==> src/rtl/q4_interp.sv <==
// q4_interp: linear interpolator, Q(4,0) stream in -> Q(4,4) stream out at 2^LOG2_L times the rate.
// Rev 1.0
`default_nettype none

module q4_interp #(
   parameter int LOG2_L = 2
) (
   input  logic       clk,
   input  logic       rst_n,
   input  logic [3:0] in_data,
   input  logic       in_valid,
   output logic       in_ready,
   output logic [7:0] out_data,
   output logic       out_valid,
   input  logic       out_ready
);

   localparam int c_L  = 1 << LOG2_L;
   localparam int c_KW = (LOG2_L == 0) ? 1 : LOG2_L;
   localparam logic [c_KW-1:0] c_K_LAST = c_KW'(c_L - 1);
   localparam logic [c_KW-1:0] c_K_ONE  = c_KW'(1);

   // Bit 1 of the state doubles as out_valid, so the output is a plain flop.
   localparam logic [1:0] S_EMPTY = 2'b00;
   localparam logic [1:0] S_WAIT  = 2'b01;
   localparam logic [1:0] S_EMIT  = 2'b10;

   logic [1:0]      r_state;
   logic [3:0]      r_prev;
   logic [3:0]      r_cur;
   logic [8:0]      r_step;
   logic [7:0]      r_acc;
   logic [c_KW-1:0] r_k;

   logic [4:0]      w_diff;
   logic [8:0]      w_diff_ext;
   logic [8:0]      w_step;

   assign w_diff     = {in_data[3], in_data} - {r_prev[3], r_prev};
   assign w_diff_ext = {{4{w_diff[4]}}, w_diff};
   // (cur - prev) / L expressed in Q(.,4): exact because LOG2_L <= 4.
   assign w_step     = w_diff_ext << (4 - LOG2_L);

   assign in_ready  = ~r_state[1];
   assign out_valid = r_state[1];
   assign out_data  = r_acc;

   always_ff @(posedge clk or negedge rst_n) begin
      if (!rst_n) begin
         r_state <= S_EMPTY;
         r_prev  <= '0;
         r_cur   <= '0;
         r_step  <= '0;
         r_acc   <= '0;
         r_k     <= '0;
      end else begin
         case (r_state)
            S_EMPTY: begin
               if (in_valid) begin
                  r_prev  <= in_data;
                  r_state <= S_WAIT;
               end
            end
            S_WAIT: begin
               if (in_valid) begin
                  r_step  <= w_step;
                  r_acc   <= {r_prev, 4'b0000};
                  r_k     <= '0;
                  r_cur   <= in_data;
                  r_state <= S_EMIT;
               end
            end
            S_EMIT: begin
               if (out_ready) begin
                  // Intermediate values stay between prev and cur, so wrap-around never occurs.
                  r_acc <= 8'({r_acc[7], r_acc} + r_step);
                  r_k   <= r_k + c_K_ONE;
                  if (r_k == c_K_LAST) begin
                     r_prev  <= r_cur;
                     r_state <= S_WAIT;
                  end
               end
            end
            default: r_state <= S_EMPTY;
         endcase
      end
   end

endmodule

`default_nettype wire

==> config.mk <==
export PLATFORM = sky130hd
export DESIGN_NAME = q4_interp
export DESIGN_NICKNAME = d
export VERILOG_FILES = /design/src/rtl/q4_interp.sv
export SDC_FILE = /design/constraint.sdc
export NUM_CORES = 1
export LEC_CHECK = 0
export BUFFER_PORTS_ARGS = -buffer_cell sky130_fd_sc_hd__clkbuf_2
export CORE_UTILIZATION = 40
export DETAILED_ROUTE_END_ITERATION = 10
export PLACE_DENSITY = 0.62
export RECOVER_POWER = 50
export SLEW_MARGIN = 0
export SYNTH_ARGS = -nofsm -noshare
export SYNTH_HDL_FRONTEND = slang
export SYNTH_SLANG_ARGS = --single-unit
==> constraint.sdc <==
create_clock -name clk -period 4.8 [get_ports clk]
set_input_delay 0.48 -clock clk [delete_from_list [all_inputs] [get_ports clk]]
set_output_delay 0.48 -clock clk [all_outputs]
set_load 0.02 [all_outputs]
# Word level (Yosys, flattened, before mapping)
# Cells that the tools add are included.
classes:
  n_eq_ne: 7
  bitwise: 1
  reduce_logical: 7
  addsub: 3
  n_mux: 15
op_table:
  columns: ["operator", "count"]
  rows:
  - ["two-way mux 8 bit", 2]
  - ["one-hot mux 8 bit (2 select lines)", 1]
  - ["two-way mux 2 bit", 6]
  - ["two-way mux 4 bit", 3]
  - ["adder 8 x 7 -> 8 bit", 1]
  - ["!= test 2 bit, second input constant", 4]
  - ["one-hot mux 4 bit (2 select lines)", 1]
  - ["AND reduction 4 bit", 2]
  - ["one-hot mux 2 bit (3 select lines)", 1]
  - ["subtractor 4 x 4 -> 5 bit", 1]
  - ["== test 2 bit, second input constant", 2]
  - ["one-hot mux 2 bit (2 select lines)", 1]
  - ["nonzero test 2 bit", 2]
  - ["AND reduction 3 bit", 1]
  - ["adder 2 x 1 -> 2 bit, second input constant", 1]
  - ["== test 2 x 1 -> 1 bit, second input constant", 1]
  - ["logical NOT 2 bit", 1]
  - ["AND reduction 2 bit", 1]
  - ["inverter 1 bit", 1]
totals:
  inputBits: 8
  elab_cells: 39
  reg_bits: 25
  output_inout_bits: 10

# Depth between registers and ports, before layout
# Gate-level depths: netlist (run 1).
logic_depth:
  word_depth: 4
  mapped_depth: 7
  depth_no_buf: 7

# Least setup slack after synthesis (run 1)
# Ideal clock, no wire load.
synth_path:
  path_kind: "reg2reg"
  start: "register r_acc[6], in the netlist out_data[6]"
  end: "register r_acc[7], in the netlist out_data[7]"
  period_less_slack_ns: 1.839
  setup_slack_ns: 2.961
  setup_time_ns: 0.080
  required_time_ns: 4.720
  arrival_ns: 1.759
  stages_incl_launch_ff: 6
  n_path_buf: 0
  path_cell_list: "dfrtp_1 -> ha_1 -> and3_4 -> a221o_1 -> mux2_1 -> nor3b_2"
synth_between:
  elab_chain_len: 3
synth_rtl:
  columns: ["item", "line_no", "text"]
  rows:
  - ["from (decl)", "32", "logic [7:0] r_acc;"]
  - ["from (signal assigned)", "67", "r_acc <= {r_prev, 4'b0000};"]
  - ["from (signal assigned)", "76", "r_acc <= 8'({r_acc[7], r_acc} + r_step);"]
  - ["adder 8 x 7 -> 8 bit", "76", null]
  - ["two-way mux 8 bit", "74", "if (out_ready) begin"]
  - ["one-hot mux 8 bit (2 select lines)", "57", "case (r_state)"]
# Every way passes these cells. The select of a mux whose other input is x is not followed.
# A chain may end at the register's enable or synchronous reset.

# Final worst setup path (run 1)
layout_path:
  start: "register r_state[1]"
  end: "register r_acc[3], in the netlist out_data[3]"
layout_between:
  elab_chain_len: 3
  word_cells_on_any_way: 7
  classes_between: "4 x eq/ne; 1 x mux; 2 x reduce/logical"
layout_rtl:
  columns: ["item", "line_no", "text"]
  rows:
  - ["from (decl)", "28", "logic [1:0] r_state;"]
  - ["from (signal assigned)", "50", "r_state <= S_EMPTY;"]
  - ["from (signal assigned)", "61", "r_state <= S_WAIT;"]
  - ["from (signal assigned)", "70", "r_state <= S_EMIT;"]
  - ["== test 2 bit / == test 2 x 1 -> 1 bit (equally long branches)", "57", null]
  - ["!= test 2 bit (no line) / nonzero test 2 bit (equally long branches)", null, null]
  - ["AND reduction 3 bit (no line)", null, null]
# Parallel ways exist; a longest one is shown, timed or not.

==> results.cfg, run 1 <==
[status]
status = complete, no violations

[power_and_ir_drop]
clkPwrFrac_pct = 9.6
p_total_uw = 974
ir_worst_vdd_uv = 209
switching_share_pct = 46.2
intPower_uw = 524
p_switching_uw = 451
comb_power_share_pct = 52.6
power_density_nw_per_um2 = 640
p_leak_nw = 0.747
pwr-share-seq_pct = 37.8

[sta]
finClkSkew_ns = 0.00282
hold_viol = 0
rsz0062_at_grt = false
tns_ns = 0
setup_violations = 0
worst_pin_slew_ns = 1.25
slew_headroom_pct = 16.8
setup_ws_ns = 2.77
slew_violations = 0
fmax_mhz = 493
fin_crit_ns = 2.03
fin_crit_sh_pct = 42.3

[layout]
antenna_cells = 0
final_nets = 195
multi_input_area_sq_um = 747
final.fill_count = 366
layout-drive-gt1-share_pct = 11.5
regArea_sq_um = 576
syn2layout_area_growth_pct = 7.41

[global_route]
gr-total-overflow = 0
antenna_found_initial = 0
grt_pass1_wl_microns = 4820
grt_max_degree = 24
grt_pass1_vias = 1008
grtUsageTotal_pct = 17.7

[synthesis]
synth_top_family_by_area = simple AND/OR/NAND/NOR gates
synth-xor-area-share_pct = 2.47
ys_types = 38
syn_inst = 162
avgSynthCellArea_sq_um = 8.75
synthSimpleGateAreaFrac_pct = 22.4
synth_area_sq_um = 1420
synth_compound_area_share_pct = 15.1
ys_seq_area_share_pct = 40.6
synth_seq_cells = 23
synth_warnings = 0
yosys.area_share.adder_pct = 11.7
synth_mux_area_share_pct = 0.794

[detailed_routing]
drc = 0
drtIter0Drc = 32
routed_wl_microns = 2930
viasPerCell = 5.13
ant_nets = 0
routedWlPerCell_microns = 13.3
vias = 1128
first_pass_iters = 4

[critical_path]
crit_fanout = 11
worstSetupStartpointType = flop
required_ns = 5.05
critical_path_class = reg -> reg
r2r_start = r_state[1]
r2r_end = out_data[3]
end_kind = flop
startpoint = r_state[1]
r2r_slack_ns = 2.77
r2r_cells = 4
crit_end = out_data[3]
arrival_ns = 2.28

[clock_tree]
cts_setup_buffers = 0
cts_buffers = 3
postCtsHoldBufs = 0
root_buffer = clkbuf_4
clock_latency_ns = 0.32
clock_sinks = 23
clk_pin_slew_ns = 0.13
clock_tree.buffer_depth = 2
cts_resized = 0
htreeDepth = 1
cts_tree = yes

[floorplanning]
die-area_sq_um = 3790
start_util_pct = 42.2
chipWidth_microns = 61.5
core_region_area_sq_um = 3360
pin_count = 18
chipHeight_microns = 61.5
row_count = 21

[placement]
portBuffers = 15
preCtsSetupSlack_ns = 2.80
gp_congestion = 0.746
dpl.hpwl_microns = 2150

[hold_path]
hold_class = in -> reg

[flow_run]
drv_cap = 0
[placed cells by master, fill, tap and decap left out, types with 2 or more instances in the layout]
cell type	Yosys	layout
nand3b_1	3	3
clkbuf_2	0	11
a21oi_1	10	11
xnor2_1	2	2
conb_1	1	2
nor2b_1	3	3
a2111oi_0	2	2
nand3_1	4	4
ha_1	10	10
nand2_1	36	36
inv_1	12	12
clkbuf_4	0	3
nor2_1	8	8
dfrtp_1	23	23
clkbuf_1	1	4
nand2b_1	3	3
a31oi_1	3	3
o21ai_0	12	12
fa_1	2	2
xor2_1	2	2
[kinds of logic (layout without fill, tap and decap cells)]
family	count (synthesis)	in the layout
AO/OA/AOI/OAI	35	35
XOR/XNOR	4	4
adder cells (fa/ha/maj)	12	12
buffers and inverters	20	31
flip-flops	23	23
multiplexers	1	1
other	1	2
AND/OR/NAND/NOR	66	66
[area by class of cell]
cell class	instances	area share, %
Sequential cell	23	37.8
Clock inverter	1	0.329
Inverter	12	2.96
Clock buffer	3	1.48
Tap cell	46	3.78
Timing Repair Buffer	15	4.60
Multi-Input combinational cell	120	49.1
[cell usage after synthesis (all sizes together)]
library cell | n | share of area, %
clkbuf | 1 | 0.26
ha | 10 | 8.8
a221o | 1 | 0.71
nor2b | 3 | 1.3
nor3b | 1 | 0.88
inv | 12 | 3.2
nand3b | 3 | 1.6
or3 | 1 | 0.44
o21ai | 12 | 4.2
nand3 | 4 | 1.4
nor2 | 8 | 2.1
o31ai | 1 | 0.53
xor2 | 2 | 1.2
nand2 | 36 | 9.5
buf | 7 | 3.3
and3 | 3 | 1.8
nand2b | 3 | 1.3
fa | 2 | 2.8
nor3 | 1 | 0.35
conb | 1 | 0.26
a31o | 1 | 0.62
mux2 | 1 | 0.79
o211ai | 1 | 0.53
xnor2 | 2 | 1.2
and2b | 1 | 0.53
a2111oi | 2 | 1.2
a31oi | 3 | 1.3
or2b | 1 | 0.53
a21oi | 12 | 4.8
o311ai | 1 | 0.62
and3b | 1 | 0.62
dfrtp | 23 | 41
a21o | 1 | 0.53
[how the worst min path moves through the flow]
stage | startpoint | to | slack (ns) | depth (start not counted)
finish | in_data[3] | r_cur[3] | 0.38 | 3
global route | in_data[2] | r_cur[2] | 0.39 | 3
CTS | rst_n | out_data[3] | 0.16 | 1
detailed placement | r_cur[3] | r_cur[3] | 0.46 | 2
global placement | r_cur[1] | r_cur[1] | 0.46 | 2
floorplan | rst_n | out_data[2] | 0.18 | 0
[per-stage QoR]
stage	instances	instance area (sq um)	utilization, %	hold WS, ns
after floorplan	163	1420	-	0.184
after global placement	216	1500	44.7	0.458
after detailed placement	216	1500	44.7	0.462
after CTS	220	1530	45.5	0.159
after global routing	220	1520	45.3	0.388
final	220	1520	45.3	0.380
[state kept, by name, summed over array words and instances (netlist names)]
register	flops
r_k	2
r_step	5
r_cur	4
r_state	2
r_prev	4
out_data	6
[critical path, stage by stage, from the launching register on]
cell     delay (ns)
dfrtp_1        0.52
nor2b_1        0.77
a21oi_2        0.25
or3_1          0.34
o21ai_0        0.08
[power groups by stage]
stage	clock [mW]	combinational, mW	sequential (mW)
after floorplan	0	0.387	0.374
after global placement	0	0.500	0.365
after detailed placement	0	0.516	0.373
after CTS	0.0940	0.519	0.368
after global routing	0.102	0.590	0.381
final	0.0934	0.512	0.369
[per-layer routing]
layer	wire (microns)	part of all wire, %	global-route usage [%]	vias up
met5	0	0	0	-
met4	33	1.1	4.76	0
met3	80	2.7	2.52	5
met2	1340	46	27.5	19
met1	1480	50	25.8	538
li1	-	-	-	566
(Power assumes the default switching activity.)
==> inputs of run 2 (changes only) <==
--- a/config.mk
+++ b/config.mk
@@ -8,7 +8,7 @@
 export BUFFER_PORTS_ARGS = -buffer_cell sky130_fd_sc_hd__clkbuf_2
 export CORE_UTILIZATION = 40
 export DETAILED_ROUTE_END_ITERATION = 10
-export PLACE_DENSITY = 0.62
+export PLACE_DENSITY = 0.64
 export RECOVER_POWER = 50
 export SLEW_MARGIN = 0
 export SYNTH_ARGS = -nofsm -noshare
==> constraint.sdc (replaced) <==
create_clock -name clk -period 1.8 [get_ports clk]
set_input_delay 0.18 -clock clk [delete_from_list [all_inputs] [get_ports clk]]
set_output_delay 0.18 -clock clk [all_outputs]
set_load 0.02 [all_outputs]
==> run 2 against run 1 <==
Die area is the same. Global-route usage shrank 0.64 points. Largest power group unchanged. Non-clock buffer count grew 7. Design area grew 7.1%. Highest routed layer unchanged. Setup slack lost 2.7 ns. Critical path depth grew 1. Sequential share of layout area shrank 2.5 points. Clock power grew to 2.8 times the previous value.
==> results.cfg, run 2 (synthesis results as in run 1) <==
[status]
status = complete, no violations

[layout]
antenna_cells = 0
largest_reg_flops = 6
syn2layout_area_growth_pct = 15.0
final_nets = 202
final_common_cell = nand2_1
layout_common_cells = nand2_1 (36), dfrtp_1 (23), inv_1 (12), o21ai_0 (12), clkbuf_2 (11)
layout-drive-gt1-share_pct = 17.7

[critical_path]
startpoint = out_data[3]
max_stage_delay_ns = 0.43
crit_fanout = 3
critical_path_class = reg -> reg
cp.buffers_inverters = 0
r2r_cells = 5
crit_chain = ha_1 > a21o_1 > a221o_1 > mux2_4 > nor3b_2
r2r_start = out_data[3]
cpLargestDelayFamily = compound AO/OA/AOI/OAI gates
r2r_end = out_data[7]
r2r_slack_ns = 0.04
cpMaxStageDelayCell = dfrtp_1
arrival_ns = 2.02
end_kind = flop
worstSetupStartpointType = flop
required_ns = 2.06

[sta]
worst_pin_slew_ns = 1.33
hold_viol = 0
fin_crit_sh_pct = 97.7
fin_crit_ns = 1.76
rsz0062_at_grt = false
setup_violations = 0
slew_headroom_pct = 11.2
finClkSkew_ns = 0.00164
fmax_mhz = 569
slew_violations = 0
tns_ns = 0
whs_ns = 0.0760

[global_route]
gr-total-overflow = 0
grt_max_degree = 24
grt_pass1_vias = 948
grt_pass1_wl_microns = 4600
grtUsageTotal_pct = 17.1
antenna_found_initial = 0

[floorplanning]
chipHeight_microns = 61.5
core_region_area_sq_um = 3360
row_count = 21
pin_count = 18
die-area_sq_um = 3790
chipWidth_microns = 61.5
start_util_pct = 42.2

[clock_tree]
clock_sinks = 23
htreeDepth = 1
clock_tree.buffer_depth = 2
cts_tree = yes
clk_pin_slew_ns = 0.14
clock_latency_ns = 0.32
root_buffer = clkbuf_4
cts_buffers = 3

[placement]
dpl.hpwl_microns = 2180
portBuffers = 15
gp_congestion = 0.866

[hold_path]
hold_depth = 3
min_to = r_cur[3]
hold_class = in -> reg
hp-start = in_data[3]

[power_and_ir_drop]
clkPwrFrac_pct = 9.2
pwr-share-seq_pct = 35.6
switching_share_pct = 44.6
p_switching_mw = 1.26
comb_power_share_pct = 55.2
intPower_mw = 1.56
p_leak_nw = 0.776
power_density_nw_per_um2 = 1720
ir_worst_vdd_uv = 605

[detailed_routing]
viasPerCell = 5.05
routed.top_layer = met4
vias = 1146
first_pass_iters = 4
routedWlPerCell_microns = 13.4
routed_wl_microns = 3040
drc = 0
wl_met2_microns = 1380
wl_met3_microns = 61
drtIter0Drc = 35
ant_nets = 0
drt-met1-wl_microns = 1550

[flow_run]
drv_cap = 0
run 2: cell type report:
cell class	instances	area, sq um
clock buffers	4	26.3
fillers	365	1730
inverters	12	45.0
multi-input cells	120	801
flip-flops and latches	23	576
well taps	46	57.6
repair buffers	22	125
run 2: how the worst max path moves through the flow:
| stage | to | slack (ns) | depth (start not counted) |
|---|---|---|---|
| 4_1_cts | out_data[7] | 0.02 | 5 |
| 3_5_place_dp | out_data[7] | 0.06 | 5 |
| 6_report | out_data[7] | 0.04 | 5 |
| 2_1_floorplan | out_data[7] | 0.04 | 5 |
| 5_1_grt | out_data[6] | 0.003 | 7 |
| 3_3_place_gp | out_data[7] | 0.10 | 5 |
run 2: layer usage:
metal / GRT usage (%) / vias up
li1: - / 578
met5: 0 / -
met4: 5.71 / 0
met1: 24.3 / 547
met2: 27.0 / 15
met3: 1.89 / 6
run 2: timing repair:
item                                    in CTS  in global routing
buffers inserted                             0                  1
endpoints found under the setup margin       0                  2
gates resized for setup                      0                  4
hold endpoints to repair                    23                  0
hold buffers                                 1                  0
run 2: power by group through the flow:
stage	clock network, mW	logic, mW	registers, mW
3_5_place_dp	0	1.50	1.01
5_1_grt	0.282	1.74	1.03
2_1_floorplan	0	1.09	1.03
6_report	0.260	1.55	1.00
3_3_place_gp	0	1.46	0.994
4_1_cts	0.259	1.51	0.999
run 2: through the flow:
step                setup WS [ns]  cell area [sq um]  cells  power, mW  util, %
floorplan                  0.0370               1460    163       2.11        -
global placement            0.101               1580    221       2.46     46.9
detailed placement         0.0594               1580    221       2.52     46.9
CTS                        0.0162               1620    226       2.77     48.0
global route              0.00293               1630    227       3.05     48.5
finish                     0.0422               1630    227       2.81     48.5
run 2: tightest hold or removal path, cell delays in order:
cell and delay [ns]:
clkbuf_2 0.10, nand2_1 0.05, nand2_1 0.04
==> inputs of run 3 (changes only) <==
--- a/config.mk
+++ b/config.mk
@@ -5,6 +5,7 @@
 export SDC_FILE = /design/constraint.sdc
 export NUM_CORES = 1
 export LEC_CHECK = 0
+export ABC_AREA = 1
 export BUFFER_PORTS_ARGS = -buffer_cell sky130_fd_sc_hd__clkbuf_2
 export CORE_UTILIZATION = 40
 export DETAILED_ROUTE_END_ITERATION = 10
==> run 3 against run 2 <==
Clock skew barely moved. Maximum frequency grew 8.8%. Die area down 1.4%. First-iteration DRC count rose by 37%. Synthesized cell count is 2.5% higher. Worst hold slack improved by 0.042 ns.
==> results.cfg, run 3 <==
[layout]
final_nets = 205
largest_reg_flops = 6
antenna_cells = 0
final_common_cell = nand2_1
stdcell_count = 230
layout_common_cells = nand2_1 (42), dfrtp_1 (23), inv_1 (21), o21ai_0 (16), nand3_1 (13)
final.fill_count = 336
layout-drive-gt1-share_pct = 13.6
syn2layout_area_growth_pct = 10.4

[critical_path]
arrival_ns = 1.86
crit_fanout = 3
r2r_end = out_data[6]
critical_path_class = reg -> reg
r2r_start = out_data[2]
required_ns = 2.05
r2r_slack_ns = 0.18
worstSetupStartpointType = flop
end_kind = flop
r2r_cells = 8

[floorplanning]
chipWidth_microns = 61.1
chipHeight_microns = 61.1
row_count = 21
die-area_sq_um = 3730
pin_count = 18
start_util_pct = 41.9
core_region_area_sq_um = 3340

[clock_tree]
clock_tree.buffer_depth = 2
cts_buffers = 3
root_buffer = clkbuf_4
htreeDepth = 1
clock_sinks = 23
cts_tree = yes
clock_latency_ns = 0.31
clk_pin_slew_ns = 0.12
cts_resized = 0
cts_setup_buffers = 0

[synthesis]
synth_warnings = 0
syn_inst = 166
ys_seq_area_share_pct = 41.2
synthSimpleGateAreaFrac_pct = 22.6
synth_mux_area_share_pct = 0
synth_flop_cell = dfrtp_1
avgSynthCellArea_sq_um = 8.42
yosys.area.top_type_share_pct = 41.2
synth_seq_cells = 23
synth_top_family_by_area = simple AND/OR/NAND/NOR gates
async_flop_share_pct = 100
synth.most_common_cell = nand2_1
synth-xor-area-share_pct = 1.25
synth_compound_area_share_pct = 14.1
synth.area.top_cells = dfrtp_1 (41%), nand2_1 (11%), ha_1 (9.0%)
synth_area_sq_um = 1400
yosys.area_share.adder_pct = 11.8
ys_types = 29
synth_top_area_cell = dfrtp_1
yosys-top-cells-count = nand2_1 (42), dfrtp_1 (23), inv_1 (21)
synth_enable_flop_cells = 0

[sta]
finClkSkew_ns = 0.00171
hold_viol = 0
slew_violations = 0
rsz0062_at_grt = false
setup_violations = 0
slew_headroom_pct = 16.3
fin_crit_sh_pct = 89.7
tns_ns = 0
fin_crit_ns = 1.62
fmax_mhz = 619
worst_pin_slew_ns = 1.25

[power_and_ir_drop]
clkPwrFrac_pct = 8.9
ir_worst_vdd_uv = 835
comb_power_share_pct = 56.5
pwr-share-seq_pct = 34.6
switching_share_pct = 48.2
intPower_mw = 1.40
p_leak_nw = 0.802
power_density_nw_per_um2 = 1750
p_switching_mw = 1.30

[global_route]
antenna_found_initial = 0
gr-total-overflow = 0
grtUsageTotal_pct = 17.2
grt_pass1_vias = 1056
grt_pass1_wl_microns = 4620
grt_max_degree = 24

[flow_run]
drv_cap = 0

[placement]
gp_congestion = 0.848
dp_cells = 225
dpl.hpwl_microns = 2110
portBuffers = 15

[status]
status = complete, no violations

[hold_path]
hold_depth = 2
min_to = r_state[0]
hold_class = in -> reg
hp-start = in_valid

[detailed_routing]
viasPerCell = 4.93
routed_wl_microns = 2770
ant_nets = 0
routedWlPerCell_microns = 12.0
first_pass_iters = 4
vias = 1135
drtIter0Drc = 48
drc = 0
-- run 3: cell types whose count changed after synthesis, sizes merged, moves of 3 or more --
cell,before,now
o211ai,1,5
nand2,36,44
inv,12,24
o21ai,12,19
and3,3,0
a31oi,3,0
buf,7,4
nand3,4,14
a21oi,12,6
nor2b,3,0
nor2,8,5
-- run 3: how the worst max path moves through the flow --
stage / to / depth (start not counted) / from / slack, ns
2_1_floorplan: out_data[6] / 9 / out_data[2] / 0.19
3_3_place_gp: out_data[6] / 9 / out_data[2] / 0.29
6_report: out_data[6] / 8 / out_data[2] / 0.18
4_1_cts: out_data[6] / 8 / out_data[2] / 0.20
3_5_place_dp: out_data[6] / 8 / out_data[2] / 0.23
5_1_grt: out_data[6] / 8 / out_data[2] / 0.009
-- run 3: timing repair --
| item | CTS | global route |
|---|---|---|
| hold endpoints to repair | 23 | 0 |
| setup endpoints to repair | 0 | 0 |
| hold buffers | 1 | 0 |
-- run 3: logic make-up (layout without fill, tap and decap cells) --
| family | after synthesis | after routing |
|---|---|---|
| AO/OA/AOI/OAI | 34 | 34 |
| XOR/XNOR | 2 | 2 |
| adder cells (fa/ha/maj) | 12 | 12 |
| buffers and inverters | 28 | 45 |
| flip-flops | 23 | 23 |
| other | 1 | 2 |
| AND/OR/NAND/NOR | 66 | 66 |
-- run 3: critical path, cell delays in order, from the launching register on --
cell     delay [ns]
dfrtp_1        0.39
ha_1           0.20
inv_1          0.06
fa_1           0.38
inv_1          0.09
nand3_1        0.08
a21oi_1        0.17
nor2_1         0.06
o21ai_1        0.11
-- run 3: routing by layer --
layer	vias to the layer above	routed length [microns]	GRT usage (%)
met5	-	0	0
met4	0	49	4.55
met3	6	108	4.20
met2	29	1280	28.7
met1	523	1330	22.3
li1	577	-	-
-- run 3: stage by stage --
stage | util, % | instance area [sq um] | hold slack, ns | setup WS, ns | power, mW
after detailed placement | 45.3 | 1510 | 0.202 | 0.235 | 2.47
after CTS | 46.3 | 1550 | 0.110 | 0.196 | 2.72
after global placement | 45.3 | 1510 | 0.208 | 0.287 | 2.41
after floorplan | - | 1400 | -0.116 | 0.191 | 2.09
final | 46.2 | 1540 | 0.118 | 0.185 | 2.70
after global routing | 46.2 | 1540 | 0.102 | 0.00914 | 2.99
-- run 3: area by class of cell --
class	instances	area [sq um]	area share (%)
Inverter	24	92.6	6.00
Clock buffer	4	26.3	1.70
Multi-Input combinational cell	116	702	45.5
Sequential cell	23	576	37.3
Timing Repair Buffer	17	88.8	5.76
Tap cell	46	57.6	3.73
-- run 3: power groups by stage --
| stage | Sequential [mW] | Combinational (mW) | Clock [mW] |
|---|---|---|---|
| after global placement | 0.932 | 1.48 | 0 |
| after detailed placement | 0.945 | 1.52 | 0 |
| after CTS | 0.933 | 1.54 | 0.250 |
| after global routing | 0.967 | 1.75 | 0.275 |
| final | 0.933 | 1.53 | 0.241 |
| after floorplan | 0.986 | 1.10 | 0 |
